<file path="config.mk">
export PLATFORM = sky130hd
export DESIGN_NAME = mem_arbiter
export DESIGN_NICKNAME = d
export VERILOG_FILES = /design/src/rtl/mem_arbiter.sv
export SDC_FILE = /design/constraint.sdc
export NUM_CORES = 1
export LEC_CHECK = 0
export CAP_MARGIN = 20
export CORE_AREA = 5 5 116 118
export CTS_CLUSTER_DIAMETER = 30
export CTS_CLUSTER_SIZE = 24
export DETAILED_ROUTE_END_ITERATION = 10
export DIE_AREA = 0 0 121 123
export GPL_TIMING_DRIVEN = 0
export PLACE_DENSITY_LB_ADDON = 0.1
export SYNTH_ARGS = -nofsm -noshare
export SYNTH_HDL_FRONTEND = slang
export SYNTH_SLANG_ARGS = --single-unit
</file>
<file path="constraint.sdc">
create_clock -name clk -period 1.3 [get_ports clk]
set_input_delay 0.13 -clock clk [delete_from_list [all_inputs] [get_ports clk]]
set_output_delay 0.13 -clock clk [all_outputs]
set_load 0.03 [all_outputs]
</file>
<file path="src/rtl/mem_arbiter.sv">
// Two-master (CPU m0, DMA m1) round-robin arbiter onto one shared slave bus.
// Optional slave-response timeout enabled by defining MEM_ARBITER_TIMEOUT_EN.
module mem_arbiter #(
   parameter int unsigned TIMEOUT_CYCLES = 64
) (
   input  logic        clk,
   input  logic        reset,
   input  logic        m0_valid,
   input  logic [31:0] m0_addr,
   input  logic [31:0] m0_wdata,
   input  logic [3:0]  m0_wstrb,
   output logic        m0_ready,
   output logic [31:0] m0_rdata,
   input  logic        m1_valid,
   input  logic [31:0] m1_addr,
   input  logic [31:0] m1_wdata,
   input  logic [3:0]  m1_wstrb,
   output logic        m1_ready,
   output logic [31:0] m1_rdata,
   output logic        s_valid,
   output logic [31:0] s_addr,
   output logic [31:0] s_wdata,
   output logic [3:0]  s_wstrb,
   input  logic        s_ready,
   input  logic [31:0] s_rdata,
   output logic [1:0]  owner,
   output logic        timeout_flag
);

   typedef enum logic [1:0] {
      IDLE   = 2'd0,
      GRANT0 = 2'd1,
      GRANT1 = 2'd2
   } state_t;

   state_t      r_state;
   logic        r_last_m1;
   logic [1:0]  r_owner;
   logic        w_own_valid;
   logic        w_done;
   logic        w_timeout;

   if (TIMEOUT_CYCLES < 2 || TIMEOUT_CYCLES > 65535) begin : g_bad_timeout
      $error("mem_arbiter: TIMEOUT_CYCLES out of range 2..65535");
   end

`ifdef MEM_ARBITER_TIMEOUT_EN
   localparam logic [15:0] TO_LAST = 16'(TIMEOUT_CYCLES - 1);
   logic [15:0] r_tcnt;
   logic        r_timeout_flag;

   assign w_timeout    = (r_state != IDLE) & w_own_valid & ~s_ready & (r_tcnt == TO_LAST);
   assign timeout_flag = r_timeout_flag;

   // Cycles spent in the current grant without a slave response; cleared while idle.
   always_ff @(posedge clk or posedge reset) begin
      if (reset) begin
         r_tcnt         <= 16'd0;
         r_timeout_flag <= 1'b0;
      end else begin
         if (r_state == IDLE) begin
            r_tcnt <= 16'd0;
         end else if (!s_ready) begin
            r_tcnt <= r_tcnt + 16'd1;
         end else begin
            r_tcnt <= r_tcnt;
         end
         r_timeout_flag <= r_timeout_flag | w_timeout;
      end
   end
`else
   assign w_timeout    = 1'b0;
   assign timeout_flag = 1'b0;
`endif

   assign w_done = w_own_valid & s_ready;
   assign owner  = r_owner;

   // Slave-side mux and ready/rdata return paths.
   always_comb begin
      w_own_valid = 1'b0;
      s_addr      = 32'd0;
      s_wdata     = 32'd0;
      s_wstrb     = 4'd0;
      case (r_state)
         GRANT0: begin
            w_own_valid = m0_valid;
            s_addr      = m0_addr;
            s_wdata     = m0_wdata;
            s_wstrb     = m0_wstrb;
         end
         GRANT1: begin
            w_own_valid = m1_valid;
            s_addr      = m1_addr;
            s_wdata     = m1_wdata;
            s_wstrb     = m1_wstrb;
         end
         default: begin
            w_own_valid = 1'b0;
         end
      endcase
      // A timeout completes the transfer locally, so the slave must not see it.
      s_valid  = w_own_valid & ~w_timeout;
      m0_ready = (r_state == GRANT0) & (w_done | w_timeout);
      m1_ready = (r_state == GRANT1) & (w_done | w_timeout);
      m0_rdata = s_rdata;
      m1_rdata = s_rdata;
      if (w_timeout && r_state == GRANT0) begin
         m0_rdata = 32'hDEAD_BEEF;
      end else if (w_timeout && r_state == GRANT1) begin
         m1_rdata = 32'hDEAD_BEEF;
      end else begin
         m0_rdata = s_rdata;
      end
   end

   // Grant FSM with round-robin pointer and registered one-hot owner.
   always_ff @(posedge clk or posedge reset) begin
      if (reset) begin
         r_state   <= IDLE;
         r_last_m1 <= 1'b1;
         r_owner   <= 2'b00;
      end else begin
         case (r_state)
            IDLE: begin
               if (m0_valid && (!m1_valid || r_last_m1)) begin
                  r_state <= GRANT0;
                  r_owner <= 2'b01;
               end else if (m1_valid) begin
                  r_state <= GRANT1;
                  r_owner <= 2'b10;
               end else begin
                  r_state <= IDLE;
                  r_owner <= 2'b00;
               end
            end
            GRANT0: begin
               if (w_done || w_timeout) begin
                  r_state   <= IDLE;
                  r_owner   <= 2'b00;
                  r_last_m1 <= 1'b0;
               end else if (!m0_valid) begin
                  r_state <= IDLE;
                  r_owner <= 2'b00;
               end else begin
                  r_state <= GRANT0;
               end
            end
            GRANT1: begin
               if (w_done || w_timeout) begin
                  r_state   <= IDLE;
                  r_owner   <= 2'b00;
                  r_last_m1 <= 1'b1;
               end else if (!m1_valid) begin
                  r_state <= IDLE;
                  r_owner <= 2'b00;
               end else begin
                  r_state <= GRANT1;
               end
            end
            default: begin
               r_state <= IDLE;
               r_owner <= 2'b00;
            end
         endcase
      end
   end

endmodule

</file>
# ---- Word level (Yosys, flattened, before mapping)
# Index checks and enable logic that the tools add are counted.
# W data, S select, Z words.
dict set report word_totals {
  in_bits 173
  ff_bits 5
  elab_cells 37
}
dict set report op_classes {
  reduce_logical 7
  n_eq_ne 6
  n_mux 18
  n_bitwise 3
}
# cell count
set ops {}
lappend ops {{$pmux W32 S2} 2}
lappend ops {{$mux W2} 7}
lappend ops {{$pmux W2 S3} 2}
lappend ops {{$pmux W4 S2} 1}
lappend ops {{$ne A3 B3 Y1 const B} 2}
lappend ops {{$mux W1} 4}
lappend ops {{$ne A2 B2 Y1 const B} 2}
lappend ops {{$pmux W1 S2} 2}
lappend ops {{$and A1 B1 Y1} 3}
lappend ops {{$reduce_and A3 Y1} 1}
lappend ops {{$eq A2 B1 Y1 const B} 1}
lappend ops {{$eq A2 B2 Y1 const B} 1}
lappend ops {{$logic_not A2 Y1} 1}
lappend ops {{$reduce_and A2 Y1} 1}
lappend ops {{$reduce_bool A2 Y1} 1}
lappend ops {{$logic_and A1 B1 Y1} 1}
lappend ops {{$logic_not A1 Y1} 1}
lappend ops {{$logic_or A1 B1 Y1} 1}

# ---- Longest topological paths before layout
dict set report depth {
  ltp_word 5
  depth_mapped 6
  depth_no_buf 5
}

# ---- Least setup slack after synthesis
# No wires, ideal clock.
dict set report synth_path {
  kind {register to output}
  from {register r_state[0]}
  to {output port m0_ready}
  arrival_time_ps 1680
  stages_incl_launch_ff 7
  path_slack_ps -510
  required_ps 1170
  path_cell_list {dfrtp_1 inv_1 ha_1 buf_4 buf_4 a21oi_1 nor3b_1}
}
dict set report synth_via {
  elab_chain_len 4
  elab_cells_between_ends 5
  classes_between {2 x eq/ne; 1 x mux; 2 x bitwise}
}
# element line
set synth_lines {}
lappend synth_lines {{from (decl)} 36} ;# state_t r_state;
lappend synth_lines {{from (signal assigned)} 120} ;# r_state <= IDLE;
lappend synth_lines {{from (signal assigned)} 127} ;# r_state <= GRANT0;
lappend synth_lines {{from (signal assigned)} 130} ;# r_state <= GRANT1;
lappend synth_lines {{$eq A2 B2 Y1 or $eq A2 B1 Y1 (tied branches)} {85, 104}}
lappend synth_lines {{$pmux W1 S2} 85} ;# case (r_state)
lappend synth_lines {{$and A1 B1 Y1} 76} ;# assign w_done = w_own_valid & s_ready;
lappend synth_lines {{$and A1 B1 Y1 (*)} 104} ;# m0_ready = (r_state == GRANT0) & (w_done | w_timeout);
lappend synth_lines {{to (decl)} 12} ;# output logic m0_ready,
# Mark *: on every way between the ends. The rest lies on a longest branch, timed or not.

# ---- Worst setup path after layout
dict set report layout_path {
  from {register r_state[1]}
  to {output port m1_ready}
}
dict set report layout_via {
  elab_chain_len 4
  elab_cells_between_ends 5
  classes_between {2 x eq/ne; 1 x mux; 2 x bitwise}
}
# element line
set layout_lines {}
lappend layout_lines {{$eq A2 B2 Y1 or $eq A2 B1 Y1 (tied branches)} {85, 105}}
lappend layout_lines {{$pmux W1 S2} 85}
lappend layout_lines {{$and A1 B1 Y1} 76}
lappend layout_lines {{$and A1 B1 Y1 (*)} 105} ;# m1_ready = (r_state == GRANT1) & (w_done | w_timeout);
lappend layout_lines {{to (decl)} 18} ;# output logic m1_ready,
# Marks and branches as above.

==> impl_metrics.env <==
export IMPL_status="finished, violations left"
export IMPL_violations="negative setup slack"
export IMPL_cp_startpoint="r_state[1]$_DFF_PP0_"
export IMPL_worstPathCellList="inv_2 -> ha_4 -> buf_6 -> nand2_4 -> nor3b_4 -> buf_6"
export IMPL_period_share_pct=135
export IMPL_fin_nets=733
export IMPL_grt_antenna_before_repair=0
export IMPL_syn_num_nets=438
export IMPL_r2r_slack_ns=-0.19
export IMPL_fillers=1137
export IMPL_antenna_left=0
export IMPL_clock_sinks=5
export IMPL_clock_latency_ns=0.23
export IMPL_synth_flop_cell="dfrtp_1"
export IMPL_power_density_nw_per_um2=1920
export IMPL_cts_buffers=3
export IMPL_core_area_um2=12400
export IMPL_cpPeakStageDelay_ns=0.41
export IMPL_reg2reg_from="r_state[1]$_DFF_PP0_"
export IMPL_synth_edff_count=0
export IMPL_vias=3012
export IMPL_synth_fa_ha_area_share_pct=2.64
export IMPL_utilization_pct=51.2
export IMPL_crit_slowest_cell="dfrtp_1"
export IMPL_globalRouteMet1Util_pct=16.0
export IMPL_root_buffer="clkbuf_16"
export IMPL_cp_arrival_ns=1.62
export IMPL_path_delay_family="flip-flops"
export IMPL_place_congestion=0.729
export IMPL_gr_max_usage_layer="met2"
export IMPL_grt_pass1_vias=3331
export IMPL_synthXorXnorAreaFrac_pct=0
export IMPL_cts_htree_levels=1
export IMPL_rows=41
export IMPL_grt_overflow=0
export IMPL_drc=0
export IMPL_grtUsageTotal_pct=14.8
export IMPL_wl_per_cell_um=16.9
export IMPL_cts_max_path_buffers=2
export IMPL_drt_initial_drc_count=81
export IMPL_netlist_area_um2=1890
export IMPL_fp_dieH_um=123
export IMPL_drive_gt1_share_pct=58.6
export IMPL_synth_distinct_cells=24
export IMPL_worst_path_most_repeated_cell="buf_6"
export IMPL_synth_cells=261
export IMPL_ys_ff_latch=5
export IMPL_firstDrtPassIters=4
export IMPL_grtUsageMet2_pct=28.1
export IMPL_synth_top_family_by_area="buffers and inverters"
export IMPL_required_ns=1.17
export IMPL_skew_ns=0.00285
export IMPL_hpwl_mm=9.90
export IMPL_irDropWorstVdd_v=0.000785
export IMPL_synthArstFlopShare_pct=100
export IMPL_n_antenna_cell=0
export IMPL_area_growth_pct=235
export IMPL_grt_start_max_net_pins=11
export IMPL_synth_mux_area_share_pct=0.529
export IMPL_clk_pin_slew_worst_paths_ns=0.03
export IMPL_cts_tree="built"
export IMPL_drv_slew=0
export IMPL_timing_hold_ws_ns=0.102
export IMPL_hold_viol=0
export IMPL_total_power_mw=12.1
export IMPL_drv_cap=0
export IMPL_initial_core_util_pct=15.3
export IMPL_min_period_ns=1.75
export IMPL_hold_buffers=0
export IMPL_ys_warn_count=0
export IMPL_cp_max_fo=5
export IMPL_endpoint_kind="output port"
export IMPL_wl_mm=12.3
export IMPL_path_class="reg2out"
export IMPL_grt_pass1_wl_mm=17.7
export IMPL_port_buffers=276
export IMPL_finalWorstSetupSlack_ns=-0.452
export IMPL_setup_viol=76
export IMPL_dieArea_um2=14900
export IMPL_setup_tns_ns=-30.52
export IMPL_multi_input_area_um2=1980
export IMPL_seqCellArea_um2=126
export IMPL_synth_seq_area_share_pct=6.68
export IMPL_hold_class="in2async"
export IMPL_path_buf_inv=3
export IMPL_total_leakage_power_nw=2.49
export IMPL_synth_compound_area_share_pct=31.3
export IMPL_met3_usage_pct=4.85
export IMPL_synth_simple_area_share_pct=25.1
export IMPL_boundaryPins=311
export IMPL_crit_path_start_kind="flip-flop"
export IMPL_die_x_um=121
export IMPL_postSynthAreaPerCell_um2=7.25
export IMPL_fmax_mhz=571
export IMPL_vias_per_cell=4.14
export IMPL_rsz0062_at_grt="yes"
==> logic make-up after synthesis <==
family,count (synthesis)
other,1
flip-flops,5
buffers and inverters,95
AO/OA/AOI/OAI,79
multiplexers,1
AND/OR/NAND/NOR,76
adder cells (fa/ha/maj),4
==> area by class of cell <==
cell class	instances	share of cell area (%)
Buffer	90	14.4
Inverter	5	0.296
Sequential cell	5	1.99
Clock buffer	4	1.24
Timing Repair Buffer	290	47.3
Tap cell	172	3.40
Multi-Input combinational cell	161	31.3
==> registers in the layout, indices dropped and copies added, names as in the netlist <==
name       flops
owner          2
r_state        2
r_last_m1      1
==> cells in the mapped netlist, types with 2 or more instances <==
cell / instances / area [um2]
buf_2: 13 / 65.1
a21o_1: 2 / 15.0
clkbuf_1: 7 / 26.3
dfrtp_1: 4 / 100
ha_1: 4 / 50.1
inv_1: 5 / 18.8
a22oi_1: 68 / 510
nor2b_1: 69 / 432
nand2_1: 2 / 7.51
a21oi_1: 4 / 20.0
buf_4: 70 / 526
==> routing by layer <==
layer  wire, um  vias up
met2       6720      171
met3       1300        8
met1       4150     1394
li1           -     1439
met5          0        -
met4        132        0
==> final timing paths <==
path | cells past startpoint | endpoint
setup / recovery | 6 | m1_ready
hold / removal | 2 | r_state[1]$_DFF_PP0_
setup reg to reg | 7 | r_last_m1$_DFFE_PP1P_
hold reg to reg | 1 | owner[1]$_DFFE_PP0P_
max in group asynchronous | 2 | r_last_m1$_DFFE_PP1P_
min in group clk | 3 | r_state[0]$_DFF_PP0_
==> report_power, final <==
part | internal (mW) | leakage, nW | switching (mW) | total, mW
combinational | 6.17 | 2.39 | 5.17 | 11.3
sequential | 0.236 | 0.0625 | 0.0536 | 0.290
clock | 0.406 | 0.0382 | 0.0977 | 0.504
total | 6.81 | 2.49 | 5.33 | 12.1
==> cells in the final DEF (no fill, tap or decap), types with 4 or more instances in the layout <==
master,netlist,final
dfrtp_1,4,4
clkbuf_16,0,7
nor2b_2,0,15
buf_4,70,81
nor2b_4,0,54
buf_12,0,11
buf_6,0,66
a22oi_2,1,66
clkdlybuf4s50_1,0,203
buf_8,0,10
==> worst register-to-register path, cell delays in order (launching register included) <==
cell and delay, ns:
dfrtp_1 0.41, inv_2 0.09, ha_4 0.30, buf_6 0.13, nand2_4 0.08, nor3b_4 0.22, buf_4 0.14, a21o_1 0.07
==> timing repair <==
action                                  4_1_cts  5_1_grt
pin swaps                                    20       30
setup buffers                                 6        1
gates cloned                                  5        2
resized for setup                           575       82
endpoints found under the setup margin       78       76
==> per-stage QoR <==
stage | setup WS [ns] | std cells | cell area [um2]
4_1_cts | -0.477 | 724 | 5910
6_report | -0.452 | 727 | 6330
2_1_floorplan | -0.185 | 261 | 2320
5_1_grt | -0.519 | 727 | 6330
3_3_place_gp | -0.930 | 709 | 5300
3_5_place_dp | -0.956 | 709 | 5300
No activity file was read; power rests on OpenSTA's default activity.
